<file path="src/rtl/hex_entry.sv">
// Hex operand entry: debounced key presses capture two switch nibbles into a byte offered over valid/ready.
// Optional debouncer is compiled in when HEXENTRY_DEBOUNCE_EN is defined.
module hex_entry #(
  parameter int unsigned DEBOUNCE_CYCLES = 16
) (
  input  logic       clk,
  input  logic       rst,
  input  logic [3:0] sw,
  input  logic       key,
  input  logic       clr,
  output logic [7:0] a,
  output logic       valid,
  input  logic       ready,
  output logic [1:0] phase
);

  typedef enum logic [1:0] {
    ENTER_HI = 2'b00,
    ENTER_LO = 2'b01,
    SEND     = 2'b10
  } state_t;

  if (DEBOUNCE_CYCLES < 2 || DEBOUNCE_CYCLES > 65535) begin : g_bad_cfg
    $error("hex_entry: DEBOUNCE_CYCLES out of range");
  end

  logic [1:0] sync_q;
  logic       level;
  logic       level_q;
  logic       press_c;

  // Two-flop synchronizer for the asynchronous pushbutton.
  always_ff @(posedge clk or posedge rst) begin
    if (rst) sync_q <= 2'b00;
    else     sync_q <= {sync_q[0], key};
  end

`ifdef HEXENTRY_DEBOUNCE_EN
  localparam int unsigned CW = 16;
  localparam logic [CW-1:0] CNT_LAST = CW'(DEBOUNCE_CYCLES - 1);

  logic [CW-1:0] cnt_q;

  // Level flips only after DEBOUNCE_CYCLES consecutive disagreeing samples.
  always_ff @(posedge clk or posedge rst) begin
    if (rst) begin
      cnt_q <= '0;
      level <= 1'b0;
    end else if (sync_q[1] == level) begin
      cnt_q <= '0;
    end else if (cnt_q == CNT_LAST) begin
      cnt_q <= '0;
      level <= ~level;
    end else begin
      cnt_q <= cnt_q + CW'(1);
    end
  end
`else
  assign level = sync_q[1];
`endif

  always_ff @(posedge clk or posedge rst) begin
    if (rst) level_q <= 1'b0;
    else     level_q <= level;
  end

  assign press_c = level & ~level_q;

  state_t     state_q, state_d;
  logic [7:0] a_q, a_d;
  logic       valid_q, valid_d;

  always_ff @(posedge clk or posedge rst) begin
    if (rst) begin
      state_q <= ENTER_HI;
      a_q     <= 8'h00;
      valid_q <= 1'b0;
    end else begin
      state_q <= state_d;
      a_q     <= a_d;
      valid_q <= valid_d;
    end
  end

  // clr outranks both capture and handshake; presses in SEND are dropped.
  always_comb begin
    state_d = state_q;
    a_d     = a_q;
    if (clr) begin
      state_d = ENTER_HI;
      a_d     = 8'h00;
    end else begin
      case (state_q)
        ENTER_HI: if (press_c) begin
          a_d     = {sw, 4'h0};
          state_d = ENTER_LO;
        end
        ENTER_LO: if (press_c) begin
          a_d     = {a_q[7:4], sw};
          state_d = SEND;
        end
        SEND: if (valid_q && ready) state_d = ENTER_HI;
        default: state_d = ENTER_HI;
      endcase
    end
    valid_d = (state_d == SEND);
  end

  assign a     = a_q;
  assign valid = valid_q;
  assign phase = state_q;

endmodule

</file>
<file path="config.mk">
export PLATFORM = sky130hd
export DESIGN_NAME = hex_entry
export DESIGN_NICKNAME = d
export VERILOG_FILES = /design/src/rtl/hex_entry.sv
export SDC_FILE = /design/constraint.sdc
export NUM_CORES = 1
export LEC_CHECK = 0
export BUFFER_PORTS_ARGS = -buffer_cell sky130_fd_sc_hd__buf_2
export CORE_AREA = 10 10 47 49
export DETAILED_ROUTE_END_ITERATION = 8
export DIE_AREA = 0 0 57 59
export HOLD_SLACK_MARGIN = 0.05
export PLACE_DENSITY = 0.82
export SETUP_SLACK_MARGIN = 0.5
export SLEW_MARGIN = 10
export SYNTH_ARGS = -nofsm -noshare
export SYNTH_HDL_FRONTEND = slang
export SYNTH_SLANG_ARGS = --single-unit
</file>
<file path="constraint.sdc">
create_clock -name clk -period 1.8 [get_ports clk]
set_input_delay 0 -clock clk [delete_from_list [all_inputs] [get_ports clk]]
set_output_delay 0 -clock clk [all_outputs]
set_load 0.1 [all_outputs]
</file>
==> flow_summary.yaml <==
placed_design:
  dp_hpwl_um: 946
  dpl_cell_area_um2: 676
  port_buffers: 19
  place.gp.congestion: 0.765
clocking:
  clkTransAtPathRegs_ns: 0.08
  clkLatencyLatePin_ns: 0.27
  htreeDepth: 1
  cts_root_buf: "clkbuf_4"
  cts_tree: "built"
  clock_path_buffers: 2
  cts_buffers: 3
  clock-sinks: 14
power:
  power_density_nw_per_um2: 940
  p_leak_uw: 0.000392
  ir_drop_mv: 0.585
synthesis:
  synthCells: 48
  avgSynthCellArea_um2: 11.8
  synth_edf_count: 0
  syn-cell-area_um2: 567
  synth_most_common_cell: "dfrtp_1"
  ys.flop_type: "dfrtp_1"
  synth_top_area_frac: 0.618
  async_reset_ff_frac: 1.00
  synthSimpleGateAreaFrac: 0.219
  yosysTopAreaCell: "dfrtp_1"
  synth-xor-area-share: 0.0155
  synth.area.top_cells: "dfrtp_1, mux2i_1, a21oi_1"
  yosys.area_share.adder: 0
  synthesis.nets: 57
  ys_seq_elements: 14
  synth_warnings: 0
  synth_compound_area_frac: 0.0442
  synth_top_family_by_area: "simple AND/OR/NAND/NOR gates"
  synth.distinct_cells: 15
  ys_seq_area_frac: 0.618
  ys_top_cells_by_count: "dfrtp_1, nor2_1, a21oi_1"
  synthMuxAreaShare: 0.0706
setup_path:
  critPathTopFamily: "flip-flops"
  end_kind: "flip-flop"
  cp-start-kind: "flip-flop"
  critical_path_class: "flip-flop to flip-flop"
  cp_max_fo: 4
  cp_slowest_cell: "dfrtp_4"
  cp.required_ns: 1.95
  timing.critical_path.slowest_cell_delay_ns: 0.51
  path_buf_inv: 1
  crit_chain: "nor4b_4 > buf_4 > mux2i_1 > nor2_1"
  crit_arrival_ns: 1.43
detailed_routing:
  num_vias: 440
  drtPass1Iterations: 4
  drtIter0Drc: 5
  wl_um: 1250
  ant_nets: 0
  vias_per_cell: 4.68
  wl_per_cell_um: 13.3
  drc: 0
sta:
  hold_viol_final: 0
  rsz0062_at_grt: "true"
  tightest_slew_ns: 0.515
  setup_viol: 0
  setup_tns_ns: 0
  finClkSkew_ns: 0.00633
  maxSlewHeadroom: 0.656
  fmax_mhz: 780
  min_period_ns: 1.28
  fin_crit_sh: 0.712
  final_max_slew_viol_count: 0
flow_run:
  maxCapViolations: 0
floorplan:
  rows: 14
  die_w_um: 57
  fp.dieH_um: 59
  core-area_um2: 1400
  die-area_um2: 3360
  io_pins: 20
  start_util: 0.404
run_status:
  status: "finished, final reports clean"
cells_and_area:
  multi_input_area_um2: 204
  area_delta_synth_final_pct: 41.7
  design_area_um2: 803
  fill_cells: 117
  num_antenna_cells: 0
  seq_area_um2: 359
  drive_above_1_share: 0.385
  layout.nets: 88
global_route:
  grt_pass1_wl_um: 2330
  grt_max_degree: 15
  overflow: 0
  grt.total_usage: 0.0838
  antenna_found_initial: 0
  first_global_vias: 524
min_path:
  hp-class: "input port to flip-flop"
==> through the flow <==
step / total power, µW / worst slack [ns] / util / cells / hold slack, ns
global placement: 526 / 0.479 / 0.482 / 81 / 0.0460
CTS: 760 / 0.525 / 0.569 / 94 / 0.0742
floorplan: 498 / 0.269 / - / 48 / -0.111
detailed placement: 528 / 0.470 / 0.482 / 81 / 0.0543
global route: 791 / 0.457 / 0.573 / 94 / 0.136
finish: 755 / 0.518 / 0.573 / 94 / 0.107
==> final timing paths <==
path,from,slack (ns),cells past startpoint,endpoint
hold / removal,ready,0.11,4,phase[1]$_DFF_PP0_
hold reg to reg,sync_q[0]$_DFF_PP0_,0.35,0,sync_q[1]$_DFF_PP0_
setup reg to reg,phase[0]$_DFF_PP0_,0.52,4,a[6]$_DFFE_PP0P_
min in group asynchronous,rst,0.30,3,a[4]$_DFFE_PP0P_
setup / recovery,phase[0]$_DFF_PP0_,0.52,4,a[6]$_DFFE_PP0P_
max in group asynchronous,rst,1.11,3,phase[1]$_DFF_PP0_
==> cell type report <==
type | instances | area share
clock buffers | 4 | 0.0452
inverters | 1 | 0.00467
multi-input cells | 31 | 0.254
flip-flops and latches | 14 | 0.447
well taps | 16 | 0.0249
repair buffers | 28 | 0.224
==> layer usage <==
layer | track usage | vias up | part of all wire
met4 | 0.0302 | 0 | 0
met5 | 0 | - | 0
li1 | - | 222 | -
met3 | 0.0279 | 0 | 0.046
met1 | 0.0989 | 203 | 0.49
met2 | 0.138 | 15 | 0.46
==> report_power, final <==
part / total, µW / internal [µW] / leakage, µW / switching [µW]
Sequential: 350 / 334 / 0.000181 / 16.9
Combinational: 191 / 51.5 / 0.000190 / 140
Clock: 213 / 123 / 0.0000210 / 90.6
Total: 755 / 508 / 0.000392 / 247
==> state kept, by name, summed over array words and instances, names as in the netlist <==
| name | flops |
|---|---|
| a | 8 |
| phase | 2 |
| sync_q | 2 |
| level_q | 1 |
| valid | 1 |
==> worst register-to-register path, cell delays in order (launching register included) <==
cell,delay [ns]
dfrtp_4,0.51
nor4b_4,0.24
buf_4,0.18
mux2i_1,0.18
nor2_1,0.06
==> kinds of logic (layout without fill, tap and decap cells) <==
logic type | count (synthesis) | count (layout)
AOI/OAI and AO/OA | 5 | 5
xor gates and xnor gates | 1 | 1
and+or+nand+nor | 21 | 21
DFF | 14 | 14
muxes | 4 | 4
buffers and inverters | 3 | 33
==> cell usage in the layout, fill, tap and decap left out, drive strengths merged <==
cell type and n:
nand3 4, xnor2 1, inv 1, nor3b 1, or3b 1, nor3 3, nand2 4, mux2i 4
nor4b 1, dfrtp 14, buf 21, nor2b 1, a21oi 5, clkbuf 4, dlygate4sd3 7, nor2 6
==> timing repair <==
item                                    CTS  global route
hold buffers                              7             0
endpoints found under the setup margin    4             9
endpoints found under the hold margin    26             0
setup buffers                             2             0
gates cloned                              0             0
gates resized for setup                   0             1
pin swaps                                 1             1
Note: power is estimated with default switching activity, not from simulation.
